**config.mk**
```make
export PLATFORM = sky130hd
export DESIGN_NAME = alu_bist
export DESIGN_NICKNAME = d
export VERILOG_FILES = /design/src/rtl/alu_bist.sv
export SDC_FILE = /design/constraint.sdc
export NUM_CORES = 1
export LEC_CHECK = 0
export CAP_MARGIN = 20
export CORE_MARGIN = 2
export CORE_UTILIZATION = 52
export CTS_CLUSTER_DIAMETER = 60
export DETAILED_ROUTE_END_ITERATION = 12
export PLACE_DENSITY = 0.77
export SYNTH_ARGS = -nofsm -noshare
export SYNTH_HDL_FRONTEND = slang
export SYNTH_SLANG_ARGS = --single-unit
```
**constraint.sdc**
```tcl
create_clock -name clk -period 4.8 [get_ports clk]
set_input_delay 0.72 -clock clk [delete_from_list [all_inputs] [get_ports clk]]
set_output_delay 0.72 -clock clk [all_outputs]
set_load 0.01 [all_outputs]
```
**src/rtl/alu_bist.sv**
```systemverilog
//==============================================================================
// Module   : alu_bist
// Purpose  : Built-in self-test initiator for the 32-bit MIPS ALU. Sweeps all
//            eight opcodes per operand pair and checks result/zero.
// Revision : 1.0 - initial release
//==============================================================================
`timescale 1ns/1ps
`default_nettype none

module alu_bist #(
    parameter logic [31:0] SEED      = 32'h00083191,
    parameter int          N_VECTORS = 16
) (
    input  logic        clk,
    input  logic        reset,
    input  logic        start,
    output logic [31:0] srca,
    output logic [31:0] srcb,
    output logic [2:0]  alucontrol,
    input  logic [31:0] result,
    input  logic        zero,
    output logic        busy,
    output logic        done,
    output logic        pass,
    output logic [15:0] err_count,
    output logic [15:0] first_err_vec,
    output logic [2:0]  first_err_op
);

    localparam logic [31:0] c_seed_init = (SEED == 32'h0) ? 32'h00000001 : SEED;
    localparam logic [31:0] c_lfsr_taps = 32'h80200003;
    localparam logic [15:0] c_last_vec  = 16'(N_VECTORS - 1);
    localparam logic [2:0]  c_op_slt    = 3'b111;
    localparam logic [2:0]  c_op_unused = 3'b011;

    typedef enum logic [1:0] {
        ST_IDLE = 2'd0,
        ST_RUN  = 2'd1,
        ST_DONE = 2'd2
    } state_t;

    state_t      r_state;
    logic [31:0] r_lfsr;
    logic [15:0] r_vec;

    logic [31:0] w_expected;
    logic        w_mismatch;
    logic [15:0] w_err_next;
    logic [31:0] w_lfsr_a;
    logic [31:0] w_lfsr_b;

    function automatic logic [31:0] lfsr_step(input logic [31:0] s);
        return (s >> 1) ^ (s[0] ? c_lfsr_taps : 32'h0);
    endfunction

    always_comb begin
        w_expected = '0;
        case (alucontrol)
            3'b000:  w_expected = srca & srcb;
            3'b001:  w_expected = srca | srcb;
            3'b010:  w_expected = srca + srcb;
            3'b100:  w_expected = srca & ~srcb;
            3'b101:  w_expected = srca | ~srcb;
            3'b110:  w_expected = srca - srcb;
            3'b111:  w_expected = {31'b0, $signed(srca) < $signed(srcb)};
            default: w_expected = '0;
        endcase
    end

    // Opcode 011 has no defined ALU behaviour, so it never counts as an error.
    assign w_mismatch = (alucontrol != c_op_unused) &&
                        ((result != w_expected) || (zero != (w_expected == 32'h0)));
    assign w_err_next = (w_mismatch && (err_count != 16'hFFFF)) ? err_count + 16'd1
                                                                 : err_count;
    assign w_lfsr_a   = lfsr_step(r_lfsr);
    assign w_lfsr_b   = lfsr_step(w_lfsr_a);

    always_ff @(posedge clk) begin
        if (!reset) begin
            r_state       <= ST_IDLE;
            r_lfsr        <= c_seed_init;
            r_vec         <= '0;
            srca          <= '0;
            srcb          <= '0;
            alucontrol    <= '0;
            busy          <= 1'b0;
            done          <= 1'b0;
            pass          <= 1'b0;
            err_count     <= '0;
            first_err_op  <= '0;
            first_err_vec <= '0;
        end else begin
            case (r_state)
                ST_IDLE, ST_DONE: begin
                    if (start) begin
                        r_state       <= ST_RUN;
                        r_lfsr        <= c_seed_init;
                        r_vec         <= '0;
                        srca          <= '0;
                        srcb          <= '0;
                        alucontrol    <= '0;
                        busy          <= 1'b1;
                        done          <= 1'b0;
                        pass          <= 1'b0;
                        err_count     <= '0;
                        first_err_op  <= '0;
                        first_err_vec <= '0;
                    end
                end
                ST_RUN: begin
                    err_count <= w_err_next;
                    if (w_mismatch && (err_count == 16'h0)) begin
                        first_err_op  <= alucontrol;
                        first_err_vec <= r_vec;
                    end
                    if (alucontrol != c_op_slt) begin
                        alucontrol <= alucontrol + 3'd1;
                    end else if (r_vec != c_last_vec) begin
                        alucontrol <= '0;
                        r_vec      <= r_vec + 16'd1;
                        // Vector 1 is a fixed signed-overflow corner; the LFSR only feeds vec>=2.
                        if (r_vec == 16'h0) begin
                            srca <= 32'h7FFFFFFF;
                            srcb <= 32'h80000000;
                        end else begin
                            srca   <= w_lfsr_a;
                            srcb   <= w_lfsr_b;
                            r_lfsr <= w_lfsr_b;
                        end
                    end else begin
                        r_state <= ST_DONE;
                        busy    <= 1'b0;
                        done    <= 1'b1;
                        pass    <= (w_err_next == 16'h0);
                    end
                end
                default: r_state <= ST_IDLE;
            endcase
        end
    end

endmodule

`default_nettype wire

```
==> out/metrics.yaml <==
grt_pass1_wl_mm: 86.7
hold_class: "flop to flop"
power.density_mw_per_mm2: 251
drc: 0
nets: 2138
core_area_sq_mm: 0.0235
grt_max_degree: 38
clock_skew_ns: 0.0145
ys_seq_area_frac: 0.246
synth-seq-cells: 153
ir_worst_vdd_mv: 0.260
io_buffers: 140
setup_violations: 0
drt-wirelength-per-cell_um: 25.0
p_clk_frac: 0.322
drtIter0Drc: 2050
dp_slack_ns: -0.283
place_area_sq_mm: 0.0159
fmax_mhz: 209
layout-drive-gt1-share: 0.228
cp-end-kind: "flop"
post-route-period-util: 0.997
crit_path_max_fanout: 5
synth_warnings: 0
clk_pin_slew_ns: 0.08
synthArstFlopShare: 0
hold_viol: 0
num_io_pins: 141
clock-sinks: 153
cp.arrival_ns: 5.15
dr.pass1.iters: 7
grt_pass1_vias: 14700
syn_area_sq_mm: 0.0125
vias: 15800
final_core_util: 0.742
hold_depth: 2
clock_tree.buffer_depth: 2
worstPathRequired_ns: 5.16
dieWidth_um: 159
syn_avg_cell_area_sq_um: 7.39
p_int_w: 0.00268
clkLatencyLatePin_ns: 0.44
die_h_um: 159
fin_setup_tns_ns: 0
antenna_left: 0
p_switching_w: 0.00170
synthTopCellsByCount: "a21oi_1, nand2_1, dfxtp_1"
worstSetupStartpointType: "flop"
h-tree-depth: 4
power_leakage_nw: 6.92
cts_root_buf: "clkbuf_16"
synth_top_area_frac: 0.246
synth.area.top_cells: "dfxtp_1, ha_1, a21oi_1, nand2_1, nor2_1"
drv_slew: 0
layout_setup_ws_ns: 0.0135
antenna_found_initial: 1
reg2regPathDepth: 21
rsz0062_at_grt: "yes"
max_slew.worst_pin.slew_ns: 1.02
drv_cap: 0
ctsHoldBuffers: 0
grt_overflow: 0
ys.flop_type: "dfxtp_1"
drt-total-wl_mm: 59.0
cts_buffers: 17
die_area_sq_mm: 0.0252
cts_tree: "done"
slew_headroom: 0.318
period_needed_ns: 4.79
gp_congestion: 1.11
synth.most_common_cell: "a21oi_1"
vias_per_cell: 6.68
rows: 56
ys_types: 91
dp_hpwl_mm: 44.1
start_util: 0.531
status: "finished, final reports clean"
diodes: 0
seqPwrFrac: 0.307
synth_top_area_cell: "dfxtp_1"
area_growth_syn_to_layout_pct: 39.9
syn_nets: 1797
stdcell_area_sq_mm: 0.0174
synth_edf_count: 0
switching_share: 0.388
grtUsageTotal: 0.441
syn_inst: 1686
crit_type: "flop to flop"
pwr-share-comb: 0.371
## per-layer routing
metal  global-route usage  vias to the layer above  wire length (um)
met1                0.564                     7415             22600
met2                0.690                     1185             25800
li1                     -                     6909                 -
met5                    0                        -                18
met3                0.127                      254              7490
met4                0.196                        2              3220
## what timing repair did
action	4_1_cts	5_1_grt
resized for setup	41	135
endpoints found under the setup margin	36	35
gates cloned	1	0
buffers inserted	10	9
pin swaps	16	47
## worst paths after layout
kind	start	end	slack, ns
hold / removal	done	done	0.47
setup reg to reg	srcb[10]	err_count[5]	0.01
setup / recovery	srcb[10]	err_count[5]	0.01
hold reg to reg	done	done	0.47
## layout by cell type (no fill, tap or decap), drive strengths merged, types with 17 or more instances in the layout
master / Yosys / routed
nor3: 46 / 46
a211oi: 25 / 25
o211ai: 25 / 25
nor2b: 18 / 18
nor2: 134 / 134
a21o: 19 / 19
o21a: 18 / 18
nand4: 25 / 25
clkdlybuf4s50: 0 / 140
inv: 81 / 89
nor4: 27 / 27
o21ai: 96 / 96
xor2: 34 / 34
nand2: 164 / 164
a31oi: 18 / 18
buf: 35 / 286
a21oi: 164 / 164
and3: 26 / 26
clkbuf: 69 / 17
xnor2: 53 / 53
dfxtp: 153 / 153
or3: 17 / 17
a22oi: 23 / 23
ha: 73 / 73
a22o: 29 / 29
nand3: 81 / 81
## cell type report
class | count | area [sq um]
well taps | 319 | 399
inverters | 81 | 304
multi-input cells | 1348 | 9350
clock inverters | 15 | 191
fillers | 1736 | 6050
flip-flops and latches | 153 | 3080
repair buffers | 426 | 3690
clock buffers | 17 | 425
## stage by stage
| stage | power, W | instances | hold WS (ns) |
|---|---|---|---|
| floorplan | 0.00208 | 1686 | 0.445 |
| global placement | 0.00277 | 2307 | 0.451 |
| detailed placement | 0.00278 | 2307 | 0.453 |
| CTS | 0.00422 | 2350 | 0.471 |
| global route | 0.00449 | 2359 | 0.498 |
| finish | 0.00437 | 2359 | 0.472 |
## flip-flops by register name (all words and copies together), names as in the netlist
register,flops
alucontrol,3
busy,1
done,1
err_count,16
first_err_op,3
first_err_vec,16
pass,1
r_lfsr,32
r_state,2
r_vec,16
srca,31
srcb,31
## worst max-delay path, cell delays in order (launching register included)
cell and delay (ns):
dfxtp_1 0.41, inv_1 0.07, ha_1 0.35, buf_4 0.19, a21oi_1 0.27, a21oi_1 0.22, o21ai_1 0.29, a21oi_1 0.10
or3_1 0.32, a31oi_1 0.16, buf_4 0.16, xor2_1 0.25, o2111ai_2 0.24, nor4_4 0.31, nand4_1 0.16, buf_6 0.18
o31ai_4 0.26, buf_6 0.18, nor3_2 0.05, buf_4 0.18, mux2_2 0.26, nor2_1 0.09
## cells by family after synthesis
family | Yosys count | share of synthesized area
buffers and inverters | 185 | 0.0599
XOR/XNOR | 87 | 0.0612
adder cells (fa/ha/maj) | 75 | 0.0765
multiplexers | 16 | 0.0142
AO/OA/AOI/OAI | 555 | 0.297
flip-flops | 153 | 0.246
AND/OR/NAND/NOR | 615 | 0.245
## power groups by stage
stage	Sequential (W)	Clock, W	Combinational, W
final	0.00134	0.00141	0.00162
after global placement	0.00137	0	0.00141
after CTS	0.00134	0.00140	0.00147
after detailed placement	0.00137	0	0.00141
after floorplan	0.00139	0	0.000693
after global routing	0.00135	0.00146	0.00168
Note: power is estimated with default switching activity, not from simulation.
==> RTL change 1, RTL diff (config.mk and constraints unchanged) <==
Re-encode `state_t` (3 states) as one-hot, 3 bits wide.
--- a/src/rtl/alu_bist.sv
+++ b/src/rtl/alu_bist.sv
@@ -35,6 +35,6 @@
 
-    typedef enum logic [1:0] {
-        ST_IDLE = 2'd0,
-        ST_RUN  = 2'd1,
-        ST_DONE = 2'd2
+    typedef enum logic [2:0] {
+        ST_IDLE = 3'b001,
+        ST_RUN  = 3'b010,
+        ST_DONE = 3'b100
     } state_t;
Behaviour: no difference found for any inputs over 4 cycles, from zero or initial values and one cycle with reset low; so few cycles prove little.
==> RTL change 1 against the original RTL <==
The flow now finishes with violations (setup timing); area after synthesis rose by 1.2%; routed wire length shrank 0.19%; setup slack worse by 0.54 ns; final area increased by 6.6%; non-clock buffer count increased by 148; sequential cell count rose by 1; die area increased by 1.2%; critical endpoint is now pass; largest cell class unchanged; highest routed layer is now met4.
Power is not compared: it rests on default switching activity, and its combinational part moved more than twofold at a synthesized area within 25%.
==> RTL change 1: results (changes against the original RTL) <==
| Metric | Value |
|---|---|
| Final WS setup | -0.5271 ns (-0.5406 ns) |
| Layout cells sized above 1 | 0.2794 (+0.05097) |
| First-pass GRT wire length | 86.33 mm (-0.47%) |
| Worst slew pin tran | 1.026 ns (+0.006297 ns) |
| Failing checks | setup timing |
| Vias | 16710 (+6.0%) |
| Crit path max fanout | 6 (+1) |
| CP max stage delay | 0.50 ns (+0.09 ns) |
| Largest net degree at the start of global routing | 68 (+79%) |
| Final setup violation count | 36 (+36) |
| Top cells by instance count after synthesis | a21oi_1 (227), nand2_1 (215), dfxtp_1 (154), nor2_1 (123), clkbuf_1 (81) |
| Seq/Total Area, Yosys | 0.2444 (-0.001437) |
| RD Place Congestion | 1.076 (-2.8%) |
| Syn nets | 1849 (+2.9%) |
| Status | finished with violations |
| IO buf count | 140 (unchanged) |
| DR WL/cell | 23.22 um (-7.2%) |
| Slowest stage cell, crit path | a2111o_1 |
| Synth top area share | 0.2444 (-0.001437) |
| Arrival time at the worst endpoint | 5.67 ns (+0.52 ns) |
| Post-DP HPWL | 42.76 mm (-3.0%) |
| Worst hold slack | 0.4758 ns (+0.003860 ns) |
| Clock skew | 0.01107 ns (-0.003470 ns) |
| DRT iter0 DRCs | 2343 (+14%) |
| Setup TNS | -13.68 ns (-13.68 ns) |
| Fin nets | 2317 (+8.4%) |
| Initial antenna violation count | 0 (-1) |
| Critical Path Source | srcb[1] |
| Fill count | 1680 (-3.2%) |
| Area contributors post-synth | dfxtp_1 (24%), a21oi_1 (9.0%), ha_1 (7.2%) |
RTL change 1: cell type report:
type                    count  area [um^2]  share of cell area
clock buffers              18        450.4             0.02425
repair buffers            574         4792              0.2580
well taps                 319        399.1             0.02149
multi-input cells        1377         9370              0.5044
flip-flops and latches    154         3109              0.1674
clock inverters            14        141.4            0.007611
inverters                  82        314.1             0.01691
RTL change 1: how the worst min path moves through the flow:
stage                     startpoint  cells after the start         end
after floorplan           r_lfsr[22]                      2  r_lfsr[22]
after global placement    r_lfsr[11]                      2  r_lfsr[11]
after detailed placement  r_lfsr[28]                      2  r_lfsr[28]
after CTS                 r_lfsr[28]                      2  r_lfsr[28]
after global routing      r_lfsr[11]                      2  r_lfsr[11]
final                     r_lfsr[11]                      2  r_lfsr[11]
RTL change 1: metrics by stage:
step           instance area [um^2]    util  cells  setup WS (ns)  power, mW
2_1_floorplan                 12730       -   1738       0.003400      1.634
3_3_place_gp                  17030  0.7212   2472        -0.8250      1.917
3_5_place_dp                  17030  0.7212   2472        -0.9262      1.926
4_1_cts                       18090  0.7660   2523        -0.3833      3.277
5_1_grt                       18580  0.7867   2538        -0.5878      3.427
6_report                      18580  0.7867   2538        -0.5271      3.344
RTL change 1: metal layers:
layer | track usage | vias up | wire length (um)
li1 | - | 7298 | -
met1 | 0.5497 | 7772 | 22640
met2 | 0.6930 | 1316 | 26250
met3 | 0.07299 | 324 | 6537
met4 | 0.2017 | 0 | 3503
met5 | 0 | - | 0
RTL change 1: power by group:
part	total [mW]	switching [mW]	internal, mW	leakage (nW)
sequential	1.30	0.0123	1.29	1.25
combinational	0.681	0.388	0.292	5.93
clock	1.37	0.638	0.728	0.293
total	3.34	1.04	2.31	7.47
RTL change 1: timing repair:
action                                  CTS  global route
pin swaps                                20            25
endpoints found under the setup margin   36            36
resized for setup                        73            93
gates cloned                              1             0
buffers inserted                         18            18
RTL change 1: cells by family after synthesis:
logic type	after synthesis	share of synthesized area
AO/OA/AOI/OAI	575	0.2905
flip-flops	154	0.2444
AND/OR/NAND/NOR	622	0.2422
buffers and inverters	208	0.07360
adder cells (fa/ha/maj)	75	0.07559
multiplexers	12	0.009721
XOR/XNOR	92	0.06388
RTL change 1: worst min-delay path: stages, from the launching register on:
cell	delay, ns
dfxtp_1	0.32
nand2_1	0.06
a21oi_1	0.05
==> RTL change 2, RTL diff (same settings) <==
Made on the original files. Change the parameter `N_VECTORS` from 16 to 8.
--- a/src/rtl/alu_bist.sv
+++ b/src/rtl/alu_bist.sv
@@ -11,3 +11,3 @@
     parameter logic [31:0] SEED      = 32'h00083191,
-    parameter int          N_VECTORS = 16
+    parameter int          N_VECTORS = 8
 ) (
Function: no difference found for any inputs over 4 cycles, from zero or initial values and one cycle with reset low; that may be too few to reach the edited logic, so the function may still have changed.
==> RTL change 2 against the original RTL <==
The flow now finishes with violations (setup timing); total power is 0.81% higher; critical endpoint is now pass; final area is 1.4% higher; synthesized cell count is 4.6% lower; setup slack worse by 0.82 ns; area after synthesis is 3.5% lower; utilization is 3.8 points higher; clock power is 7% higher; routed wire length is 1.1% lower; sequential cell count stayed put.
==> RTL change 2: results (changes against the original RTL) <==
| Metric | Value |
|---|---|
| P_int | 2.713 mW (+1.3%) |
| Status | finished with violations |
| RD Place Congestion | 1.065 (-3.8%) |
| Seq/Total Area, Yosys | 0.2549 (+0.009037) |
| Largest net degree at the start of global routing | 41 (+7.9%) |
| Initial antenna violation count | 0 (-1) |
| Area contributors post-synth | dfxtp_1 (25%), ha_1 (7.6%), a21oi_1 (7.3%) |
| Compound-cell area share of the yosys netlist | 0.2868 (-0.01042) |
| Top cells by instance count after synthesis | a21oi_1 (175), nand2_1 (160), dfxtp_1 (153), nor2_1 (147), o21ai_0 (93) |
| Tot Pwr | 4.410 mW (+0.81%) |
| Postcts setup bufs | 12 (+2) |
| Met2 WL | 25.29 mm (-1.8%) |
| Post_cts resized | 54 (+32%) |
| Met1 usage in global routing | 0.5878 (+0.02350) |
| Post-DP HPWL | 41.06 mm (-6.8%) |
| Clock skew | 0.01902 ns (+0.004482 ns) |
| Vias | 15790 (+0.18%) |
| TritonRoute pass-1 iters | 9 (+2) |
| Layout cells sized above 1 | 0.2764 (+0.04801) |
| Grt met2 use | 0.7097 (+0.01969) |
| Final setup violation count | 36 (+36) |
| Met3 usage | 0.08528 (-0.04142) |
| Die area | 24340 um^2 (-3.5%) |
| Vias in the first global route | 14890 (+1.3%) |
| Xor/xnor cell area share of the yosys netlist | 0.07653 (+0.01537) |
| DRT iter0 DRCs | 2280 (+11%) |
| Worst slew pin tran | 1.115 ns (+0.09472 ns) |
| Final WS setup | -0.8060 ns (-0.8194 ns) |
| Busiest grt layer | met2 |
| Highest metal used | met4 |
| Failing checks | setup timing |
| Comb power frac | 0.356 (-0.015) |
| Syn nets | 1720 (-4.3%) |
| Adder-cell share of the synthesized area | 0.07934 (+0.002813) |
| Met3 WL | 6.599 mm (-12%) |
| Met1 WL | 22.25 mm (-1.4%) |
RTL change 2: cell count changes in the layout (fill, tap and decap cells not counted), sizes merged, moves of 9 or more:
cell and change:
buf +113, nand3 -24, nor2 +14, xnor2 +13, a21oi +12, and3 -12
o21a -12, o211ai -10, a21o -9
RTL change 2: worst max-delay path: stages (launching register included):
cell,delay (ns)
dfxtp_2,0.32
inv_1,0.06
ha_2,0.34
buf_4,0.17
a21oi_1,0.28
buf_4,0.19
o221ai_4,0.14
nand3_2,0.10
a21oi_1,0.09
or3_1,0.36
a31o_1,0.23
or3_1,0.39
or4_4,0.56
or4_4,0.43
or3_4,0.37
nor3_4,0.16
nor3b_4,0.09
buf_12,0.15
buf_4,0.14
nor3_1,0.37
xor2_1,0.16
nor4_1,0.28
a31o_1,0.18
RTL change 2: area by class of cell:
class                   count  area share
clock buffers              17     0.02407
inverters                  77     0.01650
clock inverters            15     0.01112
multi-input cells        1279      0.4983
flip-flops and latches    153      0.1752
well taps                 285     0.02018
repair buffers            539      0.2547
RTL change 2: per-stage QoR:
| step | cell area (um^2) | setup TNS, ns | instances |
|---|---|---|---|
| 2_1_floorplan | 12190 | -0.6300 | 1609 |
| 3_3_place_gp | 16450 | -24.77 | 2316 |
| 3_5_place_dp | 16450 | -25.75 | 2316 |
| 4_1_cts | 17420 | -16.31 | 2362 |
| 5_1_grt | 17670 | -27.08 | 2365 |
| 6_report | 17670 | -23.18 | 2365 |
RTL change 2: final timing paths:
path	startpoint	endpoint	depth (start not counted)
worst max-delay path	srcb[4]	pass	22
worst min-delay path	first_err_op[0]	first_err_op[0]	2
worst max register to register	srcb[4]	pass	22
worst min register to register	first_err_op[0]	first_err_op[0]	2
